$ cat config.mk
export PLATFORM = sky130hd
export DESIGN_NAME = stream_mux_rr
export DESIGN_NICKNAME = d
export VERILOG_FILES = /design/src/rtl/stream_mux_rr.sv
export SDC_FILE = /design/constraint.sdc
export NUM_CORES = 1
export LEC_CHECK = 0
export CORE_UTILIZATION = 56
export DETAILED_ROUTE_END_ITERATION = 8
export DONT_BUFFER_PORTS = 1
export GPL_TIMING_DRIVEN = 0
export PLACE_DENSITY = 0.74
export RECOVER_POWER = 25
export SLEW_MARGIN = 40
export SYNTH_ARGS = -nofsm -noshare
export SYNTH_HDL_FRONTEND = slang
export SYNTH_SLANG_ARGS = --single-unit
export TNS_END_PERCENT = 30
$ cat constraint.sdc
create_clock -name clk -period 3.35 [get_ports clk]
set_input_delay 0.67 -clock clk [delete_from_list [all_inputs] [get_ports clk]]
set_output_delay 0.67 -clock clk [all_outputs]
set_load 0.05 [all_outputs]
$ cat src/rtl/stream_mux_rr.sv
// Round-robin, packet-locked N:1 valid/ready stream mux with a single registered output stage.
// Optional feature macro MUX_FORCE_SEL_EN adds force_en/force_sel direct channel selection while idle.
module stream_mux_rr #(
  parameter  int N  = 4,
  parameter  int W  = 8,
  localparam int SW = (N > 1) ? $clog2(N) : 1
) (
  input  logic           clk,
  input  logic           rst_n,
  input  logic [N*W-1:0] in_data,
  input  logic [N-1:0]   in_valid,
  input  logic [N-1:0]   in_last,
  output logic [N-1:0]   in_ready,
  output logic [W-1:0]   out_data,
  output logic           out_valid,
  output logic           out_last,
  output logic [SW-1:0]  out_sel,
  input  logic           out_ready
`ifdef MUX_FORCE_SEL_EN
  ,
  input  logic           force_en,
  input  logic [SW-1:0]  force_sel
`endif
);

  localparam int SW1 = SW + 1;

  typedef enum logic {
    IDLE   = 1'b0,
    LOCKED = 1'b1
  } state_t;

  state_t        state_q, state_d;
  logic [SW-1:0] rr_ptr_q, rr_ptr_d;
  logic [SW-1:0] lock_ch_q, lock_ch_d;
  logic [W-1:0]  out_data_q, out_data_d;
  logic          out_valid_q, out_valid_d;
  logic          out_last_q, out_last_d;
  logic [SW-1:0] out_sel_q, out_sel_d;

  logic [W-1:0]  ch_data [N];
  logic [N-1:0]  valid_rot;
  logic [SW:0]   rr_off;
  logic [SW:0]   rr_sum;
  logic [SW-1:0] rr_idx;
  logic          rr_found;
  logic [SW-1:0] gnt;
  logic          gnt_ok;
  logic [SW-1:0] next_ptr;
  logic          can_load;
  logic          xfer;

  genvar gi;
  generate
    for (gi = 0; gi < N; gi++) begin : g_ch
      assign ch_data[gi] = in_data[gi*W +: W];
    end
  endgenerate

  // Rotate so rr_ptr lands on bit 0; the lowest set bit is then the round-robin winner.
  assign valid_rot = N'({in_valid, in_valid} >> rr_ptr_q);

  always_comb begin
    rr_found = 1'b0;
    rr_off   = '0;
    for (int k = N - 1; k >= 0; k--) begin
      if (valid_rot[k]) begin
        rr_found = 1'b1;
        rr_off   = SW1'(k);
      end
    end
  end

  // Offset back to an absolute channel, wrapping exactly at N (N need not be a power of two).
  assign rr_sum = {1'b0, rr_ptr_q} + rr_off;
  assign rr_idx = (rr_sum >= SW1'(N)) ? SW'(rr_sum - SW1'(N)) : SW'(rr_sum);

  assign can_load = !out_valid_q || out_ready;

  always_comb begin
    gnt    = rr_idx;
    gnt_ok = rr_found;
    if (state_q == LOCKED) begin
      // Locked channel keeps the grant even while it is not valid.
      gnt    = lock_ch_q;
      gnt_ok = 1'b1;
    end
`ifdef MUX_FORCE_SEL_EN
    else if (force_en) begin
      gnt    = force_sel;
      gnt_ok = ({1'b0, force_sel} < SW1'(N)) && in_valid[force_sel];
    end
`endif
  end

  assign xfer     = can_load && gnt_ok && in_valid[gnt];
  assign next_ptr = (gnt == SW'(N - 1)) ? '0 : gnt + 1'b1;

  always_comb begin
    in_ready = '0;
    if (can_load && gnt_ok) begin
      in_ready[gnt] = 1'b1;
    end
  end

  always_comb begin
    state_d     = state_q;
    rr_ptr_d    = rr_ptr_q;
    lock_ch_d   = lock_ch_q;
    out_data_d  = out_data_q;
    out_valid_d = out_valid_q;
    out_last_d  = out_last_q;
    out_sel_d   = out_sel_q;

    if (xfer) begin
      out_data_d  = ch_data[gnt];
      out_last_d  = in_last[gnt];
      out_sel_d   = gnt;
      out_valid_d = 1'b1;
      case (state_q)
        IDLE: begin
          if (in_last[gnt]) begin
            rr_ptr_d = next_ptr;
          end else begin
            state_d   = LOCKED;
            lock_ch_d = gnt;
          end
        end
        LOCKED: begin
          if (in_last[gnt]) begin
            state_d  = IDLE;
            rr_ptr_d = next_ptr;
          end
        end
        default: state_d = IDLE;
      endcase
    end else if (out_ready) begin
      out_valid_d = 1'b0;
    end
  end

  always_ff @(posedge clk or negedge rst_n) begin
    if (!rst_n) begin
      state_q     <= IDLE;
      rr_ptr_q    <= '0;
      lock_ch_q   <= '0;
      out_data_q  <= '0;
      out_valid_q <= 1'b0;
      out_last_q  <= 1'b0;
      out_sel_q   <= '0;
    end else begin
      state_q     <= state_d;
      rr_ptr_q    <= rr_ptr_d;
      lock_ch_q   <= lock_ch_d;
      out_data_q  <= out_data_d;
      out_valid_q <= out_valid_d;
      out_last_q  <= out_last_d;
      out_sel_q   <= out_sel_d;
    end
  end

  assign out_data  = out_data_q;
  assign out_valid = out_valid_q;
  assign out_last  = out_last_q;
  assign out_sel   = out_sel_q;

endmodule

==> reports/qor.txt, run 1 <==
Chip Width = 49.3 µm
global route total overflow = 0
Routed WL per cell = 17.4 µm
Clock Tree Buf Depth = 2
initial antenna violation count = 0
sequential area share after synthesis = 0.340
leading cell type in the layout, fill and taps excluded = mux2i_1
die area = 2430 µm²
via count = 954
most frequent cells in the layout = mux2i_1, dfrtp_1, mux2_2
Post-DRT Antenna Nets = 0
setup ws final = 0.0896 ns
RSZ-0062 raised after global routing = yes
final period utilization = 0.973
top cell type's share of synthesized area = 0.340
pins over their slew limit = 0
number of buffers added on ports = 0
CP max FO = 8
most area-hungry cell type in the Yosys netlist = dfrtp_1
H-tree levels = 1
Ant. Diodes = 0
critical path type = reg2out
gpl congestion = 0.751
chip height = 49.3 µm
# rows = 16
nets@finish = 175
post-DP HPWL = 1.96 mm
area delta synth->final = 17.9%
crit path launch = rr_ptr_q[0]
Initial Utilization = 0.619
Clock Sinks = 17
measured slew at the worst slew-check pin = 0.671 ns
DRT iter0 DRCs = 16
min cycle time layout = 3.26 ns
Yosys warning count = 0
Setup crit end kind = primary output
DR pass1 iterations = 4
Post-Place Worst Slack = -0.336 ns
r2r startpoint = rr_ptr_q[0]
Avg Cell Area, Syn = 10.7 µm²
status = finished clean
clk_lat worst skew = 0.29 ns
final hold vios = 0
HP Class = in2async
drt total wl = 2.70 mm
Worst-path clk slew = 0.10 ns
clk_skew = 0.00711 ns
Syn Inst Count = 117
Critical Path RT = 2.68 ns
global-route wire length before repair = 4.18 mm
top post-synthesis cells by area = dfrtp_1, mux2i_1, mux2_2
synthesized flop and latch total = 17
mapped cell area = 1250 µm²
final core occ = 0.730
final setup fails = 0
io pins = 59
Startpoint Class = flop
Syn Nets = 163
max frequency = 307 MHz
Total GRT Usage = 0.230
slew margin rel. = 0.552
Post-CTS Hold Buffers = 0
Num CTS Buffers = 3
vias in the first global route = 895
post-DR vias/cell = 6.15
max cap viols = 0
Residual DRC = 0
WHS = 0.0588 ns
layout cells sized above 1 = 0.375
CTS root buf = clkbuf_4
CTS tree = built
post-synthesis cell type count = 35
Worst Path Arrival = 2.59 ns
largest net degree at the start of global routing = 18
Core Area = 2020 µm²
==> registers in the layout (all words and copies together) (netlist names) <==
| name | count |
|---|---|
| lock_ch_q | 2 |
| out_data | 8 |
| out_last | 1 |
| out_sel | 2 |
| out_valid | 1 |
| rr_ptr_q | 2 |
| state_q | 1 |
==> worst max-delay path, stage by stage, from the launching register on <==
cell      delay, ns
dfrtp_1        0.40
buf_6          0.14
nand2b_4       0.14
o221ai_2       0.17
o21ai_2        0.08
o221ai_1       0.09
ha_2           0.23
xor2_2         0.16
and4_4         0.24
o31ai_4        0.07
buf_6          0.15
inv_4          0.05
ha_2           0.16
and2_4         0.23
==> path summary, 6_finish.rpt <==
path	to	slack, ns	cells past startpoint
max	in_ready[2]	0.09	13
min	out_sel[1]	0.06	0
max reg2reg	out_data[5]	0.28	12
min reg2reg	lock_ch_q[1]	0.50	1
max in group asynchronous	out_data[2]	3.21	0
min in group clk	lock_ch_q[1]	0.50	1
==> kinds of logic (layout without fill, tap and decap cells) <==
family / Yosys count / after routing / synth area share
multiplexers: 41 / 41 / 0.353
AND/OR/NAND/NOR: 27 / 27 / 0.126
flip-flops: 17 / 17 / 0.340
AO/OA/AOI/OAI: 16 / 16 / 0.0939
buffers and inverters: 12 / 23 / 0.0509
adder cells (fa/ha/maj): 3 / 3 / 0.0300
XOR/XNOR: 1 / 1 / 0.00699
==> through the flow <==
stage	cell area, µm²	setup TNS (ns)	instances
4_1_cts	1400	0	152
2_1_floorplan	1290	-0.0485	117
6_report	1480	0	155
3_3_place_gp	1320	-2.85	144
5_1_grt	1480	-0.0491	155
3_5_place_dp	1320	-4.08	144
==> area by class of cell <==
| type | instances | area [µm²] |
|---|---|---|
| Tap cell | 27 | 33.8 |
| Timing Repair Buffer | 8 | 60.1 |
| Sequential cell | 17 | 425 |
| Buffer | 6 | 53.8 |
| Inverter | 5 | 21.3 |
| Fill cell | 137 | 546 |
| Clock buffer | 4 | 26.3 |
| Multi-Input combinational cell | 88 | 856 |
==> repair_timing <==
item                       in CTS  in global routing
buffers inserted                5                  3
resized for setup               6                 10
pin swaps                       3                  3
setup endpoints to repair      10                 10
==> cell usage after synthesis (all sizes together) <==
library cell,count
mux4,1
o211ai,1
and2,2
or4,1
a21oi,1
inv,5
and4,1
dfrtp,17
mux2i,28
o31ai,1
buf,6
nor3b,2
o221ai,2
ha,3
nand2,5
and3b,1
xor2,1
mux2,12
o21a,1
a22oi,1
nand2b,4
o21ai,5
o22ai,2
clkbuf,1
nor2b,3
a21o,1
or2,1
nor3,2
nor2,5
a31oi,1
==> layer usage <==
metal,GRT usage,wire [µm]
met1,0.297,1230
met2,0.379,1310
met3,0.0405,127
met4,0.0882,34
met5,0,0
Power of run 1 is left out: the tool's default activity adds up to more than one toggle a clock period on the data nets, which glitch-free logic cannot reach.
==> run 2: changes to the inputs <==
CORE_UTILIZATION = 55   (was 56)
PLACE_DENSITY = 0.73   (was 0.74)
==> run 2 against run 1 <==
Effect of this change: first-iteration DRC count shrank 19%; count of clock-buffer cells in the layout is the same; clock skew shrank 0.0010 ns; final cell count shrank 1.3%; sequential share of layout area grew 0.93 points; maximum frequency grew 0.32%; register-to-register slack lost 0.05 ns; non-clock buffer count shrank 2; flip-flop and latch count is the same; highest routed layer unchanged.
==> reports/qor.txt, run 2 (synthesized netlist as in run 1, its figures left out) <==
status = finished clean
number of buffers added on ports = 0
die area = 2470 µm²
drt total wl = 2.85 mm
Post-DRT Antenna Nets = 0
reg2reg path depth = 12
CTS tree = built
Initial Utilization = 0.613
max reg flops = 8
max frequency = 308 MHz
Residual DRC = 0
clk_lat worst skew = 0.30 ns
most frequent cells in the layout = mux2i_1, dfrtp_1, mux2_2
area delta synth->final = 14.9%
CP max FO = 6
critical path type = reg2out
Critical Path RT = 2.68 ns
nets@finish = 173
pins over their slew limit = 0
final setup fails = 0
FILL cells = 159
largest net degree at the start of global routing = 18
post-DP HPWL = 2.00 mm
CTS root buf = clkbuf_4
# rows = 16
Worst Path Arrival = 2.58 ns
final instance area = 1440 µm²
Worst-path clk slew = 0.11 ns
Placed Area = 1320 µm²
Total GRT Usage = 0.251
initial antenna violation count = 0
post-DR vias/cell = 6.32
RSZ-0062 raised after global routing = yes
leading cell type in the layout, fill and taps excluded = mux2i_1
clk_skew = 0.00609 ns
chip height = 49.7 µm
global route total overflow = 0
DRT iter0 DRCs = 13
DR pass1 iterations = 4
Startpoint Class = flop
gpl congestion = 0.835
Setup crit end kind = primary output
measured slew at the worst slew-check pin = 0.515 ns
Clock Sinks = 17
layout cells sized above 1 = 0.373
vias in the first global route = 992
final hold vios = 0
min cycle time layout = 3.25 ns
H-tree levels = 1
Core Area = 2040 µm²
global-route wire length before repair = 4.60 mm
max cap viols = 0
Routed WL per cell = 18.6 µm
Clock Tree Buf Depth = 2
final period utilization = 0.970
Num CTS Buffers = 3
slew margin rel. = 0.657
HP Class = in2async
Ant. Diodes = 0
io pins = 59
via count = 967
Chip Width = 49.7 µm
Post-CTS Hold Buffers = 0
[run 2: final timing paths]
check	from	to	slack [ns]
max in group asynchronous	rst_n	out_data[5]	3.23
worst max register to register	rr_ptr_q[0]	out_data[5]	0.23
worst min-delay path	rst_n	rr_ptr_q[0]	0.05
min in group clk	lock_ch_q[1]	lock_ch_q[1]	0.50
worst min register to register	lock_ch_q[1]	lock_ch_q[1]	0.50
worst max-delay path	rr_ptr_q[0]	in_ready[2]	0.10
[run 2: final cells by class]
type,count,area [µm²],area share
Clock buffer,4,26.3,0.0183
Timing Repair Buffer,7,52.6,0.0365
Multi-Input combinational cell,88,831,0.577
Sequential cell,17,428,0.297
Tap cell,27,33.8,0.0235
Buffer,5,46.3,0.0322
Inverter,5,21.3,0.0148
[run 2: metal layers]
layer  track usage  share of wire  vias up
met5             0              0        -
met4        0.0714         0.0098        0
met3        0.0586          0.066        5
met2         0.432           0.49       46
met1         0.312           0.43      473
li1              -              -      443
[run 2: stage by stage]
step	setup WS, ns	util	setup TNS [ns]	hold WS (ns)	instances
6_report	0.100	0.705	0	0.0489	153
5_1_grt	-0.0179	0.705	-0.0241	0.0359	153
4_1_cts	0.0394	0.688	0	0.0454	153
3_5_place_dp	-0.359	0.646	-4.48	0.375	144
3_3_place_gp	-0.331	0.646	-3.89	0.375	144
2_1_floorplan	-0.0198	-	-0.0485	0.374	117
[run 2: timing repair]
item                                    CTS  global route
pin swaps                                 3             6
endpoints found under the setup margin   10             8
resized for setup                         6            12
buffers inserted                          7             0
endpoints found under the hold margin     0             0
[run 2: critical path: stages, from the launching register on]
cell and delay, ns:
dfrtp_2 0.46, nand2b_4 0.15, o221ai_1 0.14, o21ai_1 0.09, o221ai_1 0.09, ha_2 0.23
xor2_2 0.18, and4_4 0.26, o31ai_4 0.08, buf_6 0.15, inv_4 0.06, ha_2 0.16
and2_4 0.23
Power of run 2 is left out for the same reason.
==> run 3: changes to the inputs <==
PLACE_DENSITY = default   (was 0.73)
PLACE_DENSITY_LB_ADDON = 0.3   (was default)
SETUP_SLACK_MARGIN = 0.2   (was default)
==> run 3 against run 2 <==
Effect of this change: setup slack got worse by 0.062 ns; flip-flop and latch count unchanged; via count increased by 0.72%; register-to-register slack better by 0.09 ns; wire length is 4.2% higher; sequential share of layout area fell by 2.1 points; die area stayed put; critical endpoint is now in_ready[1].
==> reports/qor.txt, run 3 (synthesized netlist as in run 1, its figures left out) <==
Clock Tree Buf Depth = 2
final hold vios = 0
leading cell type in the layout, fill and taps excluded = mux2i_1
Chip Width = 49.7 µm
# rows = 16
H-tree levels = 1
status = finished clean
Clock Sinks = 17
final period utilization = 0.989
post-DR vias/cell = 6.32
min cycle time layout = 3.31 ns
Core Area = 2040 µm²
HP Class = in2async
Post-DRT Antenna Nets = 0
max frequency = 302 MHz
Post-Layout Cell Count = 154
Startpoint Class = flop
layout cells sized above 1 = 0.409
Residual DRC = 0
RSZ-0062 raised after global routing = yes
CTS tree = built
CTS root buf = clkbuf_4
area delta synth->final = 23.0%
r2r startpoint = rr_ptr_q[0]
critical path type = reg2out
slew margin rel. = 0.586
Critical Path RT = 2.68 ns
measured slew at the worst slew-check pin = 0.622 ns
R2R Setup Slk = 0.32 ns
Ant. Diodes = 0
Worst Path Arrival = 2.64 ns
placed cells = 144
Total GRT Usage = 0.263
die area = 2470 µm²
vias in the first global route = 1096
DRT iter0 DRCs = 11
clk_lat worst skew = 0.28 ns
Num CTS Buffers = 3
global-route wire length before repair = 4.93 mm
initial antenna violation count = 0
global route total overflow = 0
CP max FO = 5
clk_skew = 0.00611 ns
post-DP HPWL = 2.03 mm
most frequent cells in the layout = mux2i_1, dfrtp_1, mux2_2
sequential standard cell area = 425 µm²
number of buffers added on ports = 0
DR pass1 iterations = 4
drt total wl = 2.97 mm
io pins = 59
Initial Utilization = 0.613
max reg flops = 8
chip height = 49.7 µm
area of the multi-input gates = 896 µm²
max cap viols = 0
largest net degree at the start of global routing = 18
Routed WL per cell = 19.3 µm
via count = 974
reg2reg path depth = 12
final core occ = 0.754
FILL cells = 144
Setup crit end kind = primary output
nets@finish = 174
RR Endpoint = lock_ch_q[1]
pins over their slew limit = 0
Worst-path clk slew = 0.10 ns
gpl congestion = 0.801
final setup fails = 0
WHS = 0.0640 ns
==> run 3: stage by stage <==
stage | setup WS [ns] | setup TNS (ns) | area [µm²]
after detailed placement | -0.297 | -2.98 | 1360
after floorplan | 0.0276 | 0 | 1320
final | 0.0385 | 0 | 1540
after global routing | -0.0958 | -0.303 | 1540
after CTS | 0.0295 | 0 | 1510
after global placement | -0.279 | -2.67 | 1360
==> run 3: what timing repair did <==
action                     4_1_cts  5_1_grt
hold buffers                     0        0
gates resized for setup         15        7
pin swaps                        5        4
setup endpoints to repair       21       11
setup buffers                    6        0
==> run 3: critical path: stages (launching register included) <==
cell	delay (ns)
dfrtp_1	0.38
buf_6	0.13
nand2b_4	0.11
o22ai_2	0.07
o21ai_2	0.12
o221ai_2	0.10
ha_2	0.20
xor2_2	0.15
and4_4	0.17
o31ai_4	0.27
buf_6	0.15
buf_12	0.11
nand2_4	0.06
nor2_4	0.32
==> run 3: how the worst max path moves through the flow <==
stage,startpoint,slack [ns],cells past startpoint,endpoint
detailed placement,in_valid[0],-0.30,11,out_data[4]
CTS,rr_ptr_q[0],0.03,13,in_ready[1]
floorplan,in_valid[3],0.03,13,in_ready[0]
global route,rr_ptr_q[0],-0.1,13,in_ready[1]
finish,rr_ptr_q[0],0.04,13,in_ready[1]
global placement,in_valid[0],-0.28,11,out_data[6]
==> run 3: cell type report <==
type,count,area share
Buffer,7,0.0569
Sequential cell,17,0.276
Clock buffer,4,0.0171
Inverter,5,0.0171
Timing Repair Buffer,6,0.0292
Tap cell,27,0.0219
Multi-Input combinational cell,88,0.582
==> run 3: metal layers <==
metal	up-vias	part of all wire	global-route usage
met5	-	0	0
met4	0	0.033	0.114
met3	10	0.042	0.0463
met2	39	0.54	0.498
met1	481	0.38	0.279
li1	444	-	-
Power of run 3 is left out for the same reason.
